File: src/rtl/p405s_timer_wd_fit_gen_pkg.sv
// rtl/p405s_timer_wd_fit_gen_pkg.sv - shared timer constants, watchdog state encoding, log2 helper
package p405s_timer_wd_fit_gen_pkg;

    localparam logic [1:0] WRS_NONE = 2'b00;
    localparam logic [1:0] WRS_CORE = 2'b01;
    localparam logic [1:0] WRS_CHIP = 2'b10;
    localparam logic [1:0] WRS_SYS  = 2'b11;

    // Encoding is {ENW, WIS} so the state bits drive the status outputs directly
    typedef enum logic [1:0] {
        WD_IDLE     = 2'b00,
        WD_WIS_ONLY = 2'b01,
        WD_ENW      = 2'b10,
        WD_INTR     = 2'b11
    } wd_state_t;

    function automatic int log2(input int n);
        int r;
        r = 0;
        for (int i = 0; i < 31; i++) begin
            if ((1 << r) < n) r = r + 1;
        end
        return r;
    endfunction

endpackage

File: src/rtl/p405s_timer_tap_edge.sv
// rtl/p405s_timer_tap_edge.sv - time-base tap mux with rising-edge event detect
module p405s_timer_tap_edge #(
    parameter int SELW = 2
) (
    input  logic                   clk,
    input  logic                   rst,
    input  logic [(1<<SELW)-1:0]   taps,
    input  logic [SELW-1:0]        sel,
    output logic                   tap_event
);

    logic selected;
    logic dly;

    assign selected  = taps[sel];
    // A select change onto a high tap fires too; the delay flop only tracks the muxed value
    assign tap_event = selected & ~dly;

    always_ff @(posedge clk or posedge rst) begin
        if (rst) begin
            dly <= 1'b0;
        end else begin
            dly <= selected;
        end
    end

endmodule

File: src/rtl/p405s_timer_wd_fit_gen.sv
// rtl/p405s_timer_wd_fit_gen.sv - watchdog FSM, held wd resets and sticky FIT status
module p405s_timer_wd_fit_gen
    import p405s_timer_wd_fit_gen_pkg::*;
#(
    parameter int NTAP = 4,
    parameter int SELW = log2(NTAP),
    parameter int NFIT = 2
) (
    input  logic                 timerClk,
    input  logic                 timerReset,
    input  logic [NTAP-1:0]      wdTaps,
    input  logic [SELW-1:0]      wdTapSel,
    input  logic [NFIT*NTAP-1:0] fitTaps,
    input  logic [NFIT*SELW-1:0] fitTapSel,
    input  logic [NFIT-1:0]      fitEn,
    input  logic [1:0]           wdRstType,
    input  logic                 swClrEnw,
    input  logic                 swClrWis,
    input  logic [NFIT-1:0]      swClrFit,
    input  logic                 timResetCore,
    output logic                 wdEnw,
    output logic                 wdWis,
    output logic                 wdIntrp,
    output logic [1:0]           wdRstRecord,
    output logic [NFIT-1:0]      fitStatus,
    output logic                 TIM_wdCoreRst,
    output logic                 TIM_wdChipRst,
    output logic                 TIM_wdSysRst
);

    wd_state_t       state;
    logic            hold;
    logic            wd_event;
    logic [NFIT-1:0] fit_event;

    p405s_timer_tap_edge #(.SELW(SELW)) u_wd_edge (
        .clk       (timerClk),
        .rst       (timerReset),
        .taps      (wdTaps),
        .sel       (wdTapSel),
        .tap_event (wd_event)
    );

    for (genvar c = 0; c < NFIT; c++) begin : g_fit
        p405s_timer_tap_edge #(.SELW(SELW)) u_fit_edge (
            .clk       (timerClk),
            .rst       (timerReset),
            .taps      (fitTaps[c*NTAP +: NTAP]),
            .sel       (fitTapSel[c*SELW +: SELW]),
            .tap_event (fit_event[c])
        );
    end

    assign wdEnw   = state[1];
    assign wdWis   = state[0];
    assign wdIntrp = state[0];

    // During a held reset everything except the core-reset handshake is frozen
    always_ff @(posedge timerClk or posedge timerReset) begin
        if (timerReset) begin
            state         <= WD_IDLE;
            hold          <= 1'b0;
            wdRstRecord   <= WRS_NONE;
            TIM_wdCoreRst <= 1'b0;
            TIM_wdChipRst <= 1'b0;
            TIM_wdSysRst  <= 1'b0;
        end else if (hold) begin
            if (timResetCore) begin
                hold          <= 1'b0;
                state         <= WD_IDLE;
                TIM_wdCoreRst <= 1'b0;
                TIM_wdChipRst <= 1'b0;
                TIM_wdSysRst  <= 1'b0;
            end
        end else if (wd_event) begin
            case (state)
                WD_IDLE:                state <= WD_ENW;
                WD_ENW, WD_WIS_ONLY:    state <= WD_INTR;
                WD_INTR: begin
                    if (wdRstType != WRS_NONE) begin
                        hold          <= 1'b1;
                        wdRstRecord   <= wdRstType;
                        TIM_wdCoreRst <= (wdRstType == WRS_CORE);
                        TIM_wdChipRst <= (wdRstType == WRS_CHIP);
                        TIM_wdSysRst  <= (wdRstType == WRS_SYS);
                    end
                end
                default:                state <= WD_IDLE;
            endcase
        end else begin
            state <= wd_state_t'({state[1] & ~swClrEnw, state[0] & ~swClrWis});
        end
    end

    always_ff @(posedge timerClk or posedge timerReset) begin
        if (timerReset) begin
            fitStatus <= '0;
        end else begin
            fitStatus <= (fitStatus & ~swClrFit) | (fit_event & fitEn);
        end
    end

endmodule

File: config.mk
export PLATFORM = sky130hd
export DESIGN_NAME = p405s_timer_wd_fit_gen
export DESIGN_NICKNAME = d
export VERILOG_FILES = /design/src/rtl/p405s_timer_wd_fit_gen_pkg.sv /design/src/rtl/p405s_timer_tap_edge.sv /design/src/rtl/p405s_timer_wd_fit_gen.sv
export SDC_FILE = /design/constraint.sdc
export NUM_CORES = 1
export LEC_CHECK = 0
export BUFFER_PORTS_ARGS = -buffer_cell sky130_fd_sc_hd__buf_4
export CAP_MARGIN = 20
export CORE_MARGIN = 5
export CORE_UTILIZATION = 41
export CTS_BUF_LIST = sky130_fd_sc_hd__clkbuf_16
export DETAILED_ROUTE_END_ITERATION = 8
export HOLD_SLACK_MARGIN = 0.15
export PLACE_DENSITY_LB_ADDON = 0.25
export SLEW_MARGIN = 25
export SYNTH_ARGS = -nofsm -noshare
export SYNTH_HDL_FRONTEND = slang
export SYNTH_HIERARCHICAL = 1
export SYNTH_SLANG_ARGS = --single-unit
File: constraint.sdc
create_clock -name timerClk -period 1.78 [get_ports timerClk]
set_clock_uncertainty 0.05 [all_clocks]
set_input_delay 0.178 -clock timerClk [delete_from_list [all_inputs] [get_ports timerClk]]
set_output_delay 0.178 -clock timerClk [all_outputs]
set_load 0.005 [all_outputs]
==> summary.md, run 1 <==
| Metric | Value |
|---|---|
| Core Region | `0.00152 mm2` |
| H-tree depth | `1` |
| Final Util | `between 70% and 80%` |
| Clock root cell | `clkbuf_16` |
| # IOs | `39` |
| Seq cells post-synth | `13` |
| Synthesized area | `669 um2` |
| Endpoints failing hold | `0` |
| IO Port Bufs | `38` |
| Crit end category | `flip-flop` |
| Vias after detailed routing | `627` |
| Largest net degree at the start of global routing | `11` |
| DR WL/cell | `14.8 um` |
| Die height | `50.4 um` |
| Gr ovfl total | `0` |
| Cell variety after synth | `22` |
| Critical Path Fanout Max | `2` |
| First-pass DRT Iterations | `4` |
| Worst slew margin | `slightly above 70%` |
| Sw power | `0.299 mW` |
| Final setup fails | `0` |
| First-pass GRT wire length | `around 3200 um` |
| WL final | `1800 um` |
| Cts bufs inserted | `3` |
| DRC | `0` |
| Synth Net Count | `89` |
| CP arrival | `1.59 ns` |
| Max Fclk | `658 MHz` |
| CP required | `1.85 ns` |
| Yosys Warn Count | `6` |
| Final Power | `about 1.2 mW` |
| Die ar. | `0.00254 mm2` |
| Avg Inst Size Synth | `11.5 um2` |
| Nets | `137` |
| RSZ-0062 raised after global routing | `false` |
| Outcome | `finished, final reports clean` |
| Worst Path Class, Setup | `primary input to flip-flop` |
| Worst vdd ir | `0.525 mV` |
| Layout Area Growth over Synthesis | `65.2%` |
| Combinational share of power | `29.2%` |
| Cell leakage power | `0.589 nW` |
| Startpoint types | `primary input` |
| Antenna Nets Post-Route | `0` |
| Skew-Pair Late Insertion Delay | `0.24 ns` |
| Clock share of power | `34.2%` |
| Fillcell total | `roughly 120` |
| Finished layout cell area | `roughly 0.0011 mm2` |
| Maxcap violations | `0` |
| Register area share after synthesis | `48.6%` |
| Row count | `14` |
| Post-CTS sizing | `0` |
| Setup TNS | `0 ns` |
| Switching portion of total power | `24.6%` |
| Clock sinks | `13` |
| Cell Pwr Density | `1100 mW/mm2` |
| Initial antenna violation count | `0` |
| Total track usage | `about 17%` |
| Max-slew violations | `0` |
| Tightest Pin Transition | `slightly above 0.4 ns` |
| Share of cells above drive strength 1 | `48.6%` |
| Tcrit/Tclk final | `85.4%` |
| DP HPWL | `between 1000 and 1500 um` |
| Hold WS | `0.166 ns` |
| DR vias/cell | `5.18` |
| Clock transition at path regs | `around 0.050 ns` |
| Area after DPL | `about 970 um2` |
| Setup Buffers After CTS | `0` |
| Synth Instances | `58` |
| DRT iter0 DRCs | `6` |
| # diodes | `0` |
| Internal Power | `~0.9 mW` |
| Die Wd | `50.4 um` |
| Vias in the first global route | `711` |
| TritonCTS clock tree | `built` |
| Clk buf depth | `2` |
| Starting Density | `43.9%` |
| Flop pwr share | `36.6%` |
| Hold crit path type | `primary input to flip-flop` |
| Period minus WS final | `1.52 ns` |
| GPL Wtd Cong | `roughly 0.73` |
## worst paths after layout
check	slack (ns)	endpoint	from	cells past startpoint
max reg2reg	0.38	state[0]	state[1]	4
max in group asynchronous	0.92	wdRstRecord[0]	timerReset	3
max	0.26	fitStatus[1]	fitTapSel[2]	6
min in group asynchronous	0.30	u_wd_edge/dly	timerReset	3
min reg2reg	0.45	wdRstRecord[0]	wdRstRecord[0]	1
min	0.17	state[1]	swClrEnw	3
## kinds of logic after synthesis
logic type | after synthesis | share of synthesized area (%)
buf+inv | 12 | 7.29
mux | 3 | 10.1
fa+ha+maj | 2 | 3.74
compound gates | 13 | 14.0
simple gates | 15 | 16.3
flops | 13 | 48.6
## layer usage
layer,wire (um),track usage [%],part of all wire (%),vias up
met5,0,0,0,-
met4,27,10.2,1.5,0
met3,147,4.73,8.2,2
met2,968,28.9,54,28
met1,650,17.8,36,302
li1,-,-,-,295
## worst max-delay path, stage by stage
cell and delay, ns:
buf_4 0.09, mux4_2 0.51, nor2b_4 0.14, nand2_1 0.06
o21ai_0 0.06, dlygate4sd3_1 0.55
## repair_timing
action,4_1_cts,5_1_grt
endpoints found under the setup margin,0,0
hold buffers,6,0
endpoints found under the hold margin,17,0
## flip-flops by register name, indices dropped and copies added, names as in the netlist
register              count
TIM_wdSysRst              1
TIM_wdCoreRst             1
fitStatus                 2
TIM_wdChipRst             1
hold                      1
wdRstRecord               2
u_wd_edge/dly             1
state                     2
g_fit.u_fit_edge/dly      2
## metrics by stage
step                      setup slack, ns  instances
final                               0.260        121
after global routing                0.212        121
after CTS                           0.269        121
after detailed placement            0.118        111
after global placement              0.160        111
after floorplan                     0.281         58
## Yosys cell counts
cell type	instances	area, um2
nand2_1	5	18.8
a221oi_2	1	15.0
and3b_1	1	8.76
inv_1	11	41.3
mux4_2	3	67.6
a21oi_1	1	5.00
ha_1	2	25.0
nand4_1	1	6.26
and2_4	1	8.76
nand2b_1	1	6.26
nor2b_4	3	41.3
a32o_1	1	10.0
a21o_2	1	8.76
dfrtp_1	13	325
o211a_1	1	10.0
buf_4	1	7.51
nor2_1	1	3.75
and2_1	1	6.26
and2b_2	1	8.76
o21ai_0	6	30.0
o311ai_0	1	8.76
a31oi_1	1	6.26
## power groups by stage
stage	registers (mW)	clock network, mW	logic [mW]
finish	0.444	0.415	0.354
global route	0.458	0.443	0.396
CTS	0.444	0.431	0.361
detailed placement	0.448	0	0.346
global placement	0.445	0	0.333
floorplan	0.447	0	0.143
## final cells by class
type                       instances  area (um2)  area share, %
timing repair buffer              44         345           31.2
sequential                        13         325           29.4
multi-input combinational         33         295           26.7
clock buffer                       3        75.1           6.79
inverter                          11        41.3           3.73
tap                               16        20.0           1.81
clock inverter                     1        3.75          0.339
## cells in the final DEF (no fill, tap or decap)
master         Yosys  routed
and2_4             1       1
buf_4              1      38
mux4_2             3       3
and2b_2            1       1
nand2_1            5       5
dfrtp_1           13      13
clkbuf_16          0       3
inv_1             11      12
a31oi_1            1       1
nor2b_4            3       3
dlygate4sd3_1      0       6
a21o_2             1       1
nor2_1             1       1
a32o_1             1       1
o211a_1            1       1
ha_1               2       2
a21oi_1            1       1
o311ai_0           1       1
nand2b_1           1       1
o21ai_0            6       6
nand4_1            1       1
and2_1             1       1
and3b_1            1       1
a221oi_2           1       1
Note: power is estimated with default switching activity, not from simulation.
==> run 2: changes to the inputs <==
CORE_UTILIZATION = 37   (was 41)
SLEW_MARGIN = 5   (was 25)
clock period = 1.3 ns   (was 1.78 ns; I/O delays follow)
==> run 2 against run 1 <==
The flow now finishes with violations (negative setup slack). Flip-flop and latch count unchanged. Register-to-register slack got worse by 0.38 ns. Cell area grew 8.7%. Hold slack worse by 0.020 ns. Utilization decreased by 2.9 points. Non-clock buffer count rose by 8. Via count is 3.3% higher. Combinational power is 61% higher. Critical path type unchanged. Critical endpoint is now TIM_wdSysRst. Largest cell class unchanged.
==> summary.md, run 2 (synthesis gave the netlist of run 1 again) <==
| Metric | Value |
|---|---|
| Nets | `145` |
| First-pass GRT wire length | `2920 um` |
| Core Region | `0.00173 mm2` |
| Final setup fails | `1` |
| First-pass DRT Iterations | `2` |
| # diodes | `0` |
| Total track usage | `between 10% and 20%` |
| Worst path cell trace | `buf_6 > mux4_2 > nor2b_4 > and3b_1 > and2_4 > a32o_1` |
| DRT iter0 DRCs | `4` |
| CP arrival | `1.38 ns` |
| RSZ-0062 raised after global routing | `true` |
| Cell leakage power | `about 0.63 nW` |
| Worst Path Class, Setup | `primary input to flip-flop` |
| Hold crit path type | `primary input to flip-flop` |
| Startpoint types | `primary input` |
| Crit path launch | `wdTapSel[0]` |
| Share of cells above drive strength 1 | `around 50%` |
| Layout Area Growth over Synthesis | `79.6%` |
| Cell Pwr Density | `1440 mW/mm2` |
| Max-slew violations | `0` |
| Worst slew margin | `about 74%` |
| Tightest Pin Transition | `0.389 ns` |
| Crit end category | `flip-flop` |
| Clk buf depth | `2` |
| Max Fclk | `768 MHz` |
| Starting Density | `approximately 39%` |
| Reg2reg start | `state[1]` |
| Row count | `15` |
| DP HPWL | `1310 um` |
| Non-filler instance count after layout | `138` |
| Clock sinks | `13` |
| Tcrit/Tclk final | `100%` |
| Failing checks | `negative setup slack` |
| Die height | `roughly 53 um` |
| Die ar. | `0.00276 mm2` |
| Antenna Nets Post-Route | `0` |
| # IOs | `39` |
| CP required | `1.38 ns` |
| GPL Wtd Cong | `0.737` |
| Vias in the first global route | `about 710` |
| Placed Cells | `about 120` |
| DRC | `0` |
| Initial antenna violation count | `0` |
| Cts bufs inserted | `3` |
| Maxcap violations | `0` |
| CP peak stage delay | `slightly below 0.5 ns` |
| IO Port Bufs | `38` |
| DR WL/cell | `13.0 um` |
| Outcome | `finished with violations` |
| Critical Path Fanout Max | `5` |
| Hold_sp | `wdRstType[0]` |
| CP max stage cell | `mux4_2` |
| Largest net degree at the start of global routing | `11` |
| Die Wd | `approximately 53 um` |
| WL final | `1800 um` |
| Finished layout cell area | `0.00120 mm2` |
| CP Buf/Inv Count | `1` |
| Worst vdd ir | `0.836 mV` |
| Clock root cell | `clkbuf_16` |
| Vias after detailed routing | `between 600 and 700` |
| Gr ovfl total | `0` |
| Clock transition at path regs | `0.05 ns` |
| Most frequent cells in the layout | `buf_4, dfrtp_1, inv_1` |
| Skew-Pair Late Insertion Delay | `0.24 ns` |
| DR vias/cell | `4.70` |
| Setup ws final | `-0.00220 ns` |
| Final Power | `1.74 mW` |
| Final Util | `69.6%` |
| Period minus WS final | `between 1 and 1.5 ns` |
| Endpoints failing hold | `0` |
| H-tree depth | `1` |
| Area after DPL | `around 0.0010 mm2` |
| Crit-path leading delay family | `multiplexers` |
| TritonCTS clock tree | `built` |
| Most common cell after layout, fill and taps aside | `buf_4` |
[run 2: timing repair]
item,CTS,global route
setup buffers,0,1
endpoints found under the hold margin,20,0
hold buffers,9,0
setup endpoints to repair,4,6
pin swaps,2,1
gates resized for setup,4,2
[run 2: where the power goes]
part	total [mW]	leakage [nW]	internal, mW	switching [mW]
Sequential	0.592	0.162	0.522	0.0697
Combinational	0.571	0.431	0.377	0.194
Clock	0.573	0.0409	0.408	0.165
Total	1.74	0.634	1.31	0.429
[run 2: metrics by stage]
step / hold WS (ns) / setup TNS [ns] / setup WS [ns]
3_5_place_dp: -0.0496 / -1.70 / -0.278
3_3_place_gp: -0.0517 / -1.57 / -0.265
4_1_cts: 0.155 / -0.00769 / -0.00769
2_1_floorplan: -0.191 / -0.567 / -0.146
6_report: 0.146 / -0.00220 / -0.00220
5_1_grt: 0.168 / -0.137 / -0.0351
[run 2: metal layers]
layer  part of all wire, %  GRT usage, %
met1                    39          15.4
met5                     0             0
met2                    55          28.9
met4                  0.33          3.83
met3                   6.1          3.99
[run 2: final timing paths]
| path | to | slack, ns | cells after the start |
|---|---|---|---|
| max reg2reg | TIM_wdSysRst | -0.002 | 4 |
| min in group asynchronous | u_wd_edge/dly | 0.28 | 3 |
| max in group asynchronous | TIM_wdChipRst | 0.49 | 3 |
| max | TIM_wdSysRst | -0.002 | 6 |
| min reg2reg | wdRstRecord[0] | 0.46 | 1 |
| min | hold | 0.15 | 3 |
[run 2: final cells by class]
class,count,area (um2)
clock buffers,3,75.1
well taps,25,31.3
flip-flops and latches,13,325
multi-input cells,33,298
repair buffers,52,427
clock inverters,1,5.00
inverters,11,41.3
fillers,139,524
[run 2: worst reg2reg max path: stages, from the launching register on]
cell     delay, ns
dfrtp_1       0.39
ha_2          0.19
and3b_1       0.19
and2_4        0.16
a32o_1        0.20
==> run 3: changes to the inputs <==
CORE_UTILIZATION = 42   (was 37)
SYNTH_HIERARCHICAL = unset   (was 1)
clock period = 1.25 ns   (was 1.3 ns; I/O delays follow)
==> run 3 against run 2 <==
The run still ends with negative setup slack left. Hold slack improved by 0.027 ns. Flip-flop and latch count unchanged. Via count increased by 20%. Routed wire length up 61%. Largest power group is now combinational logic.
==> summary.md, run 3 <==
| Metric | Value |
|---|---|
| Outcome | `finished with violations` |
| Failing checks | `negative setup slack` |
| Setup ws final | `-0.257 ns` |
| Pre-CTS setup slack | `-0.272 ns` |
| CP Buf/Inv Count | `0` |
| Yosys Warn Count | `0` |
| Commonest cells post-synth | `dfrtp_1, inv_1, nand2_1` |
| IO Port Bufs | `38` |
| CP arrival | `between 1.5 and 2 ns` |
| Row count | `14` |
| Skew-Pair Late Insertion Delay | `0.24 ns` |
| Most frequent cell after synthesis | `dfrtp_1` |
| Area after DPL | `0.00102 mm2` |
| Clock transition at path regs | `roughly 0.04 ns` |
| EDFF count, synth | `0` |
| Tightest Pin Transition | `0.508 ns` |
| Final Power | `1.94 mW` |
| Synth Instances | `62` |
| Period minus WS final | `1.51 ns` |
| Placed Cells | `121` |
| First-pass DRT Iterations | `4` |
| Initial antenna violation count | `0` |
| CP required | `1.32 ns` |
| Area share of the largest cell type after synthesis | `47.8%` |
| DR WL/cell | `20.3 um` |
| DRC | `0` |
| DR vias/cell | `5.42` |
| Worst Path Class, Setup | `flip-flop to flip-flop` |
| Tcrit/Tclk final | `121%` |
| Most frequent cells in the layout | `buf_4, dfrtp_1, dlygate4sd3_1` |
| Leading area contributor after synthesis | `dfrtp_1` |
| Multi-input gate area | `369 um2` |
| DP HPWL | `around 1400 um` |
| Starting Density | `44.7%` |
| Hold WS | `0.173 ns` |
| Max-slew violations | `0` |
| Nets | `159` |
| Cell leakage power | `roughly 0.7 nW` |
| WL final | `2900 um` |
| Cell variety after synth | `20` |
| Clock root cell | `clkbuf_16` |
| Startpoint types | `flip-flop` |
| Clock sinks | `13` |
| Finished layout cell area | `0.00134 mm2` |
| Layout Area Growth over Synthesis | `96.9%` |
| Register area share after synthesis | `47.8%` |
| TritonCTS clock tree | `built` |
| Maxcap violations | `0` |
| First-pass GRT wire length | `4060 um` |
| Max Fclk | `664 MHz` |
| RSZ-0062 raised after global routing | `true` |
| Top_reg_cell synth | `dfrtp_1` |
| Clk buf depth | `2` |
| Die ar. | `0.00253 mm2` |
| Avg Inst Size Synth | `11.0 um2` |
| CP max stage cell | `or3_4` |
| Worst slew margin | `66.1%` |
| Fillcell total | `71` |
| CP peak stage delay | `~0.40 ns` |
| Worst vdd ir | `1.34 mV` |
| H-tree depth | `1` |
| GPL Wtd Cong | `0.728` |
| # IOs | `39` |
| Vias after detailed routing | `slightly below 800` |
| DRT iter0 DRCs | `12` |
| Core Region | `0.00152 mm2` |
| Die Wd | `50.3 um` |
| Critical Path Fanout Max | `3` |
| Die height | `50.3 um` |
| Storage element area | `approximately 330 um2` |
| Seq cells post-synth | `13` |
| Most common cell after layout, fill and taps aside | `buf_4` |
| Final setup fails | `8` |
| Endpoints failing hold | `0` |
| Async SR Flop Fraction | `100%` |
| Synth Net Count | `93` |
| Cts bufs inserted | `3` |
| Final Util | `87.9%` |
| Cell Pwr Density | `roughly 1400 mW/mm2` |
| Vias in the first global route | `852` |
| Gr ovfl total | `0` |
| Largest net degree at the start of global routing | `14` |
| Synthesized area | `681 um2` |
| Crit end category | `flip-flop` |
| Hold crit path type | `primary input to flip-flop` |
| # diodes | `0` |
| Total track usage | `21.8%` |
| Crit-path leading delay family | `simple AND/OR/NAND/NOR gates` |
| Antenna Nets Post-Route | `0` |
| Non-filler instance count after layout | `143` |
| Setup TNS | `-1.46 ns` |
| Top cells by area, synth | `dfrtp_1, mux4_2, mux2i_1, mux2_4, ha_1` |
| Worst path cell trace | `ha_2 > o21ai_1 > or3_4 > mux2_4` |
| Share of cells above drive strength 1 | `approximately 57%` |
run 3: changes by cell type in the layout (fill, tap and decap cells not counted), moves of 3 or more:
cell / previous run / this run
nor2b_4: 3 / 0
inv_1: 11 / 5
o21ai_0: 5 / 1
mux2i_1: 0 / 4
dlygate4sd3_1: 8 / 12
buf_4: 40 / 47
run 3: kinds of logic (layout without fill, tap and decap cells):
| group | Yosys count | after routing | synth area share, % |
|---|---|---|---|
| buf+inv | 8 | 73 | 6.07 |
| fa+ha+maj | 2 | 2 | 3.68 |
| simple gates | 20 | 20 | 14.7 |
| mux | 9 | 9 | 18.6 |
| compound gates | 10 | 10 | 9.19 |
| flops | 13 | 13 | 47.8 |
run 3: path summary, 6_finish.rpt:
check                      slack [ns]               startpoint  cells past startpoint                       to
min in group asynchronous        0.44               timerReset                      3             fitStatus[1]
max in group asynchronous        0.37               timerReset                      3  g_fit[0].u_fit_edge.dly
setup reg to reg                -0.26                 state[1]                      4           wdRstRecord[0]
hold / removal                   0.17              wdTapSel[0]                      3            u_wd_edge.dly
hold reg to reg                  0.47  g_fit[1].u_fit_edge.dly                      2             fitStatus[1]
setup / recovery                -0.26                 state[1]                      4           wdRstRecord[0]
run 3: report_power, final:
group,internal [mW],leakage (nW),switching [mW]
Sequential,0.512,0.169,0.0675
Clock,0.421,0.0423,0.169
Combinational,0.458,0.490,0.313
run 3: what timing repair did:
item                                   4_1_cts  5_1_grt
hold buffers                                13        0
pin swaps                                    1        3
buffers inserted                             4        2
endpoints found under the hold margin       23        0
setup endpoints to repair                    8        9
resized for setup                           10       12
run 3: final cells by class:
class / instances / share of cell area [%]
inverter: 6 / 2.05
clock inverter: 1 / 0.280
clock buffer: 3 / 5.60
timing repair buffer: 63 / 38.7
multi-input combinational: 41 / 27.5
tap: 16 / 1.49
sequential: 13 / 24.3
run 3: routing by layer:
metal	global-route usage (%)	share of wire, %	vias to the layer above
li1	-	-	337
met1	22.3	35	384
met2	40.4	52	42
met3	6.21	7.7	12
met4	9.17	4.8	0
met5	0	0	-
run 3: worst reg2reg max path, delay by kind of cell, from the launching register on:
family | cells | cell delay (ns)
and+or+nand+nor | 1 | 0.40
muxes | 1 | 0.31
AOI/OAI and AO/OA | 1 | 0.06
DFF | 1 | 0.38
adders and majority gates | 1 | 0.18
